<file path="config.mk">
export PLATFORM = sky130hd
export DESIGN_NAME = seq_alu
export DESIGN_NICKNAME = d
export VERILOG_FILES = /design/src/rtl/seq_alu.sv
export SDC_FILE = /design/constraint.sdc
export NUM_CORES = 1
export LEC_CHECK = 0
export CORE_AREA = 2 2 152 154
export DETAILED_ROUTE_END_ITERATION = 12
export DIE_AREA = 0 0 154 156
export PLACE_DENSITY = 0.87
export SLEW_MARGIN = 10
export SYNTH_ARGS = -nofsm -noshare
export SYNTH_HDL_FRONTEND = slang
export SYNTH_SLANG_ARGS = --single-unit
</file>
<file path="constraint.sdc">
create_clock -name clk -period 4.1 [get_ports clk]
set_clock_uncertainty 0.1 [all_clocks]
set_input_delay 0.41 -clock clk [delete_from_list [all_inputs] [get_ports clk]]
set_output_delay 0.41 -clock clk [all_outputs]
set_load 0.05 [all_outputs]
</file>
<file path="src/rtl/seq_alu.sv">
// seq_alu: registered ALU with a valid/ready request side and a one-cycle
// result pulse. Single-cycle ops finish in one cycle. When SEQ_ALU_MULDIV_EN
// is defined, an iterative unsigned multiply/divide unit is also built; it
// takes WIDTH+1 cycles per op. Without the macro, MULTU/DIVU are illegal ops.
`timescale 1ns/1ps
module seq_alu #(
   parameter  int WIDTH = 32,
   localparam int SHW   = $clog2(WIDTH)
) (
   input  logic             clk,
   input  logic             rst,
   input  logic             in_valid,
   output logic             in_ready,
   input  logic [3:0]       op,
   input  logic [WIDTH-1:0] x,
   input  logic [WIDTH-1:0] y,
   input  logic [SHW-1:0]   shamt,
   input  logic             clr_flags,
   output logic             out_valid,
   output logic [WIDTH-1:0] result_lo,
   output logic [WIDTH-1:0] result_hi,
   output logic [3:0]       flags
);

   typedef enum logic [1:0] {S_IDLE, S_MUL, S_DIV, S_DONE} state_e;

   typedef enum logic [3:0] {
      OP_ADD  = 4'd0,  OP_SUB  = 4'd1,  OP_AND  = 4'd2, OP_OR   = 4'd3,
      OP_LESS = 4'd4,  OP_PASS = 4'd5,  OP_SLL  = 4'd6, OP_SRL  = 4'd7,
      OP_SRA  = 4'd8,  OP_MULTU = 4'd9, OP_DIVU = 4'd10
   } op_e;

   state_e           state, state_nx;
   logic             accept;
   logic [WIDTH-1:0] add_res, sub_res;
   logic [WIDTH-1:0] alu_lo, alu_hi;
   logic             set_ovf, set_div0, set_ill;
   logic             start_mul, start_div;
   logic [2:0]       sticky_nx;

   assign accept  = in_valid && in_ready;
   assign add_res = x + y;
   assign sub_res = x - y;

   // Decode the request and compute every single-cycle result.
   always_comb begin
      // NOTE: every output of a combinational block gets a default first so
      // that no path leaves it unassigned and infers a latch.
      alu_lo    = '0;
      alu_hi    = '0;
      set_ovf   = 1'b0;
      set_div0  = 1'b0;
      set_ill   = 1'b0;
      start_mul = 1'b0;
      start_div = 1'b0;
      case (op_e'(op))
         OP_ADD: begin
            alu_lo  = add_res;
            set_ovf = (x[WIDTH-1] == y[WIDTH-1]) && (add_res[WIDTH-1] != x[WIDTH-1]);
         end
         OP_SUB: begin
            alu_lo  = sub_res;
            set_ovf = (x[WIDTH-1] != y[WIDTH-1]) && (sub_res[WIDTH-1] != x[WIDTH-1]);
         end
         OP_AND:  alu_lo = x & y;
         OP_OR:   alu_lo = x | y;
         OP_LESS: alu_lo = {{(WIDTH-1){1'b0}}, ($signed(x) < $signed(y))};
         OP_PASS: alu_lo = y;
         OP_SLL:  alu_lo = x << shamt;
         OP_SRL:  alu_lo = x >> shamt;
         OP_SRA:  alu_lo = $signed(x) >>> shamt;
`ifdef SEQ_ALU_MULDIV_EN
         OP_MULTU: start_mul = 1'b1;
         OP_DIVU: begin
            // Divide by zero finishes immediately with a defined result.
            if (y == '0) begin
               alu_lo   = '1;
               alu_hi   = x;
               set_div0 = 1'b1;
            end else begin
               start_div = 1'b1;
            end
         end
`endif
         default: set_ill = 1'b1;
      endcase
   end

   // Sticky flags: a clear drops the old bits, a completion setting a bit wins.
   assign sticky_nx = (clr_flags ? 3'b000 : flags[3:1])
                    | ({set_ill, set_div0, set_ovf} & {3{accept}});

`ifdef SEQ_ALU_MULDIV_EN
   // Iterative unit: work_hi/work_lo form the 2*WIDTH accumulator for
   // multiply, and the remainder/quotient pair for restoring division.
   logic [WIDTH-1:0] work_hi, work_lo, opnd;
   logic [SHW-1:0]   cnt;
   logic [WIDTH:0]   mul_sum, div_shift, div_diff;
   logic [WIDTH-1:0] step_hi, step_lo;
   logic             busy, last_step;

   assign busy      = (state == S_MUL) || (state == S_DIV);
   assign last_step = (cnt == SHW'(WIDTH-1));

   // One shift-add or one restoring-subtract step per cycle.
   always_comb begin
      mul_sum   = {1'b0, work_hi} + (work_lo[0] ? {1'b0, opnd} : '0);
      div_shift = {work_hi, work_lo[WIDTH-1]};
      div_diff  = div_shift - {1'b0, opnd};
      step_hi   = work_hi;
      step_lo   = work_lo;
      if (state == S_MUL) begin
         step_hi = mul_sum[WIDTH:1];
         step_lo = {mul_sum[0], work_lo[WIDTH-1:1]};
      end else if (div_diff[WIDTH]) begin
         step_hi = div_shift[WIDTH-1:0];
         step_lo = {work_lo[WIDTH-2:0], 1'b0};
      end else begin
         step_hi = div_diff[WIDTH-1:0];
         step_lo = {work_lo[WIDTH-2:0], 1'b1};
      end
   end

   // Latch operands at accept, then iterate while busy.
   always_ff @(posedge clk) begin
      if (rst) begin
         work_hi <= '0;
         work_lo <= '0;
         opnd    <= '0;
         cnt     <= '0;
      end else if (accept && (start_mul || start_div)) begin
         work_hi <= '0;
         work_lo <= start_mul ? y : x;
         opnd    <= start_mul ? x : y;
         cnt     <= '0;
      end else if (busy) begin
         work_hi <= step_hi;
         work_lo <= step_lo;
         cnt     <= cnt + SHW'(1);
      end
   end
`endif

   // State register.
   always_ff @(posedge clk) begin
      // NOTE: registers are written with non-blocking assignments so every
      // flop samples pre-edge values regardless of block ordering.
      if (rst) state <= S_IDLE;
      else     state <= state_nx;
   end

   // Next-state logic and handshake outputs.
   always_comb begin
      state_nx  = state;
      in_ready  = 1'b0;
      out_valid = 1'b0;
      case (state)
         S_IDLE: begin
            in_ready = 1'b1;
            if (in_valid) begin
               if (start_mul)      state_nx = S_MUL;
               else if (start_div) state_nx = S_DIV;
               else                state_nx = S_DONE;
            end
         end
`ifdef SEQ_ALU_MULDIV_EN
         S_MUL, S_DIV: if (last_step) state_nx = S_DONE;
`endif
         S_DONE: begin
            out_valid = 1'b1;
            state_nx  = S_IDLE;
         end
         default: state_nx = S_IDLE;
      endcase
   end

   // Result and flag registers; they hold until the next completion.
   always_ff @(posedge clk) begin
      if (rst) begin
         result_lo <= '0;
         result_hi <= '0;
         flags     <= 4'b0000;
      end else begin
         flags[3:1] <= sticky_nx;
         if (accept && !start_mul && !start_div) begin
            result_lo <= alu_lo;
            result_hi <= alu_hi;
            flags[0]  <= ({alu_hi, alu_lo} == '0);
         end
`ifdef SEQ_ALU_MULDIV_EN
         else if (busy && last_step) begin
            result_lo <= step_lo;
            result_hi <= step_hi;
            flags[0]  <= ({step_hi, step_lo} == '0);
         end
`endif
      end
   end

endmodule

</file>
==> flow_summary_export.csv, run 1 <==
group,metric,value,unit
run_status,haltStage,"global routing",
run_status,status,"stopped before the end",
place,gp_congestion,1.29,
synthesis,synthArstFlopShare,0,%
timing,worst-ep-kind,"sequential cell input",
synthesis,syn_avg_cell_area,7.23,um^2
synthesis,ys_seq_area_share,6.15,%
synthesis,yosys-top-cells-count,"nor2_1, a21oi_1, nand2_1",
synthesis,yosys_warnings,0,
place,pre_cts_slack,-0.674,ns
run_status,error,"[ERROR GRT-0232] Routing congestion too high. Check the congestion heatmap in the GUI.",
floorplanning,ios,147,
clock_tree,holdBufCountCts,0,
synthesis,synth_top_area_cell,"ha_1",
clock_tree,htree_levels,2,
clock_tree,cts_made_buffers,5,
grt,overflow,277,
synthesis,synth_top_area_share,10.2,%
grt,grt_use_total,82.7,%
clock_tree,clock-sinks,36,
synthesis,synth_edf_count,0,
synthesis,synth_flop_cell,"dfxtp_1",
synthesis,syn_area,11700,um^2
synthesis,ys_ff_latch,36,
synthesis,synth_cell_type_count,94,
clock_tree,root_buffer,"clkbuf_16",
floorplanning,die_height,156,um
synthesis,synth_area_leaders,"ha_1, mux4_2, dfxtp_1",
timing,postGrtWorstEndpoint,"flags[0]$_SDFFE_PP0P_/D",
place,dp_hpwl,48000,um
floorplanning,dieWidth,154,um
grt,grt_max_degree,37,
floorplanning,rows,55,
synthesis,synth_most_common_cell,"nor2_1",
synthesis,synthCells,1622,
place,io_buffers,113,
floorplanning,start_util,52.4,%
clock_tree,clockBufferDepth,2,
## layer usage
metal | GRT usage (%) | overflow
met1 | 79.5 | 21
met5 | 60.2 | 2
met3 | 74.1 | 24
met2 | 94.7 | 127
met4 | 84.8 | 103
## metrics by stage
step                hold slack, ns  instances  cell area, um^2
floorplan                    0.490       1654            11800
CTS                          0.373       2380            16700
detailed placement           0.376       2367            16200
global placement             0.341       2367            16200
## cells by family after synthesis
group / count (synthesis) / synth area share [%]
AOI/OAI and AO/OA: 556 / 33.0
xor gates and xnor gates: 17 / 1.27
DFF: 36 / 6.15
adders and majority gates: 98 / 10.6
muxes: 161 / 18.7
other: 1 / 0.0320
and+or+nand+nor: 461 / 18.7
buffers and inverters: 292 / 11.5
## timing repair
item | in CTS
buffers inserted | 5
gates resized for setup | 62
setup endpoints to repair | 3
pin swaps | 15
==> run 2, diff against run 1 <==
- CORE_AREA: 2 2 152 154 -> 2 2 177 179
- DIE_AREA: 0 0 154 156 -> 0 0 179 181
- PLACE_DENSITY: 0.87 -> default
- PLACE_DENSITY_LB_ADDON: default -> 0.15
- clock period: 4.1 -> 5.3 ns (I/O delays scaled with it)
==> run 2 against run 1 <==
  * The run now ends clean
  * Synthesized area stayed put
  * Synthesized cell count unchanged
==> flow_summary_export.csv, run 2 <==
group,metric,value,unit
run_status,status,"completed",
worst_hold_path,min_path_type,"reg -> reg",
cells_and_area,syn2layout_area_growth,18.2,%
place,gp_congestion,1.04,
route,vias,14100,
cells_and_area,n_fill_cell,3185,
floorplanning,dieArea,32400,um^2
synthesis,syn_area,11700,um^2
worst_setup_path,crit_slowest_cell,"nor4_1",
route,wl_per_cell,28.5,um
clock_tree,cts_tree,"yes",
synthesis,yosys-top-cells-count,"nor2_1, a21oi_1, nand2_1",
worst_setup_path,cp_cell_sequence,"clkdlybuf4s50_1 > inv_1 > ha_1 > nor4_1 > and4_1 > o21ai_0 > a31oi_1 > o211ai_1 > nor4_1 > nand4_1 > or4_1 > nor4_1 > a41o_1",
synthesis,synth_edf_count,0,
synthesis,synth_top_area_share,10.2,%
clock_tree,cts.repair_timing.setup_buffer_count,0,
floorplanning,die_height,181,um
cells_and_area,drive_gt1_share,15.7,%
clock_tree,clk-insertion-delay-late,0.29,ns
route,firstDrtPassIters,6,
worst_setup_path,path_buf_inv,2,
floorplanning,rows,64,
grt,overflow,0,
worst_setup_path,arrival,5.08,ns
cells_and_area,fin_area,13900,um^2
route,drt-initial-drc-count,1796,
worst_setup_path,cp_common_cell,"nor4_1",
floorplanning,dieWidth,179,um
cells_and_area,largest_reg_flops,32,
clock_tree,cts_made_buffers,5,
worst_setup_path,worstPathRequired,5.43,ns
cells_and_area,final_util,45.7,%
cells_and_area,regMostFlops,"result_lo",
route,routed_wl,60900,um
worst_setup_path,cp_top_family,"simple AND/OR/NAND/NOR gates",
timing,post-route-min-period,4.95,ns
grt,grt_pass1_vias,13000,
synthesis,synthCells,1622,
synthesis,ys_ff_latch,36,
pwr,vdd_drop_max,163,uV
worst_setup_path,critPathMaxFanout,11,
cells_and_area,final_cell_mix,"nor2_1, buf_4, a21oi_1, nand2_1, clkdlybuf4s50_1",
grt,grt_use_total,36.5,%
floorplanning,core_region_area,30300,um^2
timing,rsz0062_at_grt,"false",
clock_tree,cts-resized-gates,0,
floorplanning,start_util,38.6,%
cells_and_area,mostFrequentLayoutCell,"nor2_1",
worst_setup_path,crit_type,"in -> reg",
synthesis,syn_avg_cell_area,7.23,um^2
clock_tree,clockBufferDepth,2,
route,drc,0,
clock_tree,holdBufCountCts,0,
synthesis,ys_seq_area_share,6.15,%
pwr,p_leak,5.74,nW
clock_tree,htree_levels,2,
synthesis,synth_area_leaders,"ha_1, mux4_2, dfxtp_1",
place,io_buffers,113,
place,dpl_cell_area,13700,um^2
synthesis,synth_top_area_cell,"ha_1",
cells_and_area,diodes,0,
grt,antenna_found_initial,2,
worst_setup_path,start_kind,"primary input",
pwr,power.density,157,nW/um^2
route,vias_per_cell,6.60,
clock_tree,root_buffer,"clkbuf_16",
synthesis,synth_most_common_cell,"nor2_1",
clock_tree,clock-sinks,36,
synthesis,synth_cell_type_count,94,
route,ant_nets,0,
clock_tree,clkTransAtPathRegs,0.06,ns
grt,grt_first_pass_wirelength,88000,um
cells_and_area,top_regs,"result_lo (32), flags (3), state (1)",
worst_setup_path,endpoint_kind,"register",
timing,hold_viol_final,0,
timing,timing.setup.tns,0,ns
timing,fmax,0.202,GHz
timing,worst_pin_slew,1.28,ns
synthesis,synthArstFlopShare,0,%
timing,period_share,93.3,%
synthesis,synth_flop_cell,"dfxtp_1",
synthesis,yosys_warnings,0,
place,dp_hpwl,50100,um
timing,setup_violations,0,
run,maxCapViolations,0,
timing,maxSlewHeadroom,13.1,%
worst_setup_path,crit_path_max_incr_delay,0.72,ns
floorplanning,ios,147,
cells_and_area,fin_nets,1914,
timing,slew_viol_final,0,
grt,grt_max_degree,54,
## run 2: cell counts after synthesis
Identical to the previous run, type by type.
## run 2: cell families after synthesis
logic type	Yosys count	share of synthesized area, %
compound gates	556	33.0
xor+xnor	17	1.27
fa+ha+maj	98	10.6
buf+inv	292	11.5
flops	36	6.15
mux	161	18.7
other cells	1	0.0320
simple gates	461	18.7
## run 2: worst min-delay path: stages, from the launching register on
cell	delay [ns]
dfxtp_1	0.32
nand2_1	0.06
a21oi_1	0.05
## run 2: through the flow
stage / setup WS, ns / power (mW) / hold WS, ns / cells
detailed placement: 0.107 / 1.80 / 0.357 / 2128
global route: 0.204 / 2.28 / 0.380 / 2136
floorplan: 1.28 / 1.26 / 0.567 / 1654
global placement: 0.0131 / 1.81 / 0.349 / 2128
CTS: 0.392 / 2.14 / 0.365 / 2136
finish: 0.353 / 2.18 / 0.371 / 2136
## run 2: final timing paths
check | start | to | slack (ns) | cells after the start
worst max-delay path | x[18] | flags[0]$_SDFFE_PP0P_ | 0.35 | 13
worst min-delay path | flags[1]$_SDFF_PP0_ | flags[1]$_SDFF_PP0_ | 0.37 | 2
worst max register to register | state[0]$_SDFFE_PP0P_ | flags[0]$_SDFFE_PP0P_ | 1.75 | 11
worst min register to register | flags[1]$_SDFF_PP0_ | flags[1]$_SDFF_PP0_ | 0.37 | 2
## run 2: layout make-up
type / instances / area (um^2) / share of cell area, %
multi-input combinational: 1326 / 9820 / 70.8
sequential: 36 / 721 / 5.20
timing repair buffer: 261 / 2250 / 16.3
tap: 396 / 495 / 3.57
clock inverter: 2 / 35.0 / 0.253
clock buffer: 6 / 129 / 0.930
inverter: 109 / 409 / 2.95
## run 2: metal layers
metal | global-route usage (%) | wire length [um]
met1 | 52.2 | 26100
met4 | 9.72 | 1800
met5 | 0 | 13
met3 | 4.31 | 5850
met2 | 57.6 | 27100
## run 2: power by group
| part | switching [mW] | internal, mW |
|---|---|---|
| Clock | 0.111 | 0.221 |
| Sequential | 0.0109 | 0.293 |
| Combinational | 0.987 | 0.556 |
| Total | 1.11 | 1.07 |
Note: power is estimated with default switching activity, not from simulation.
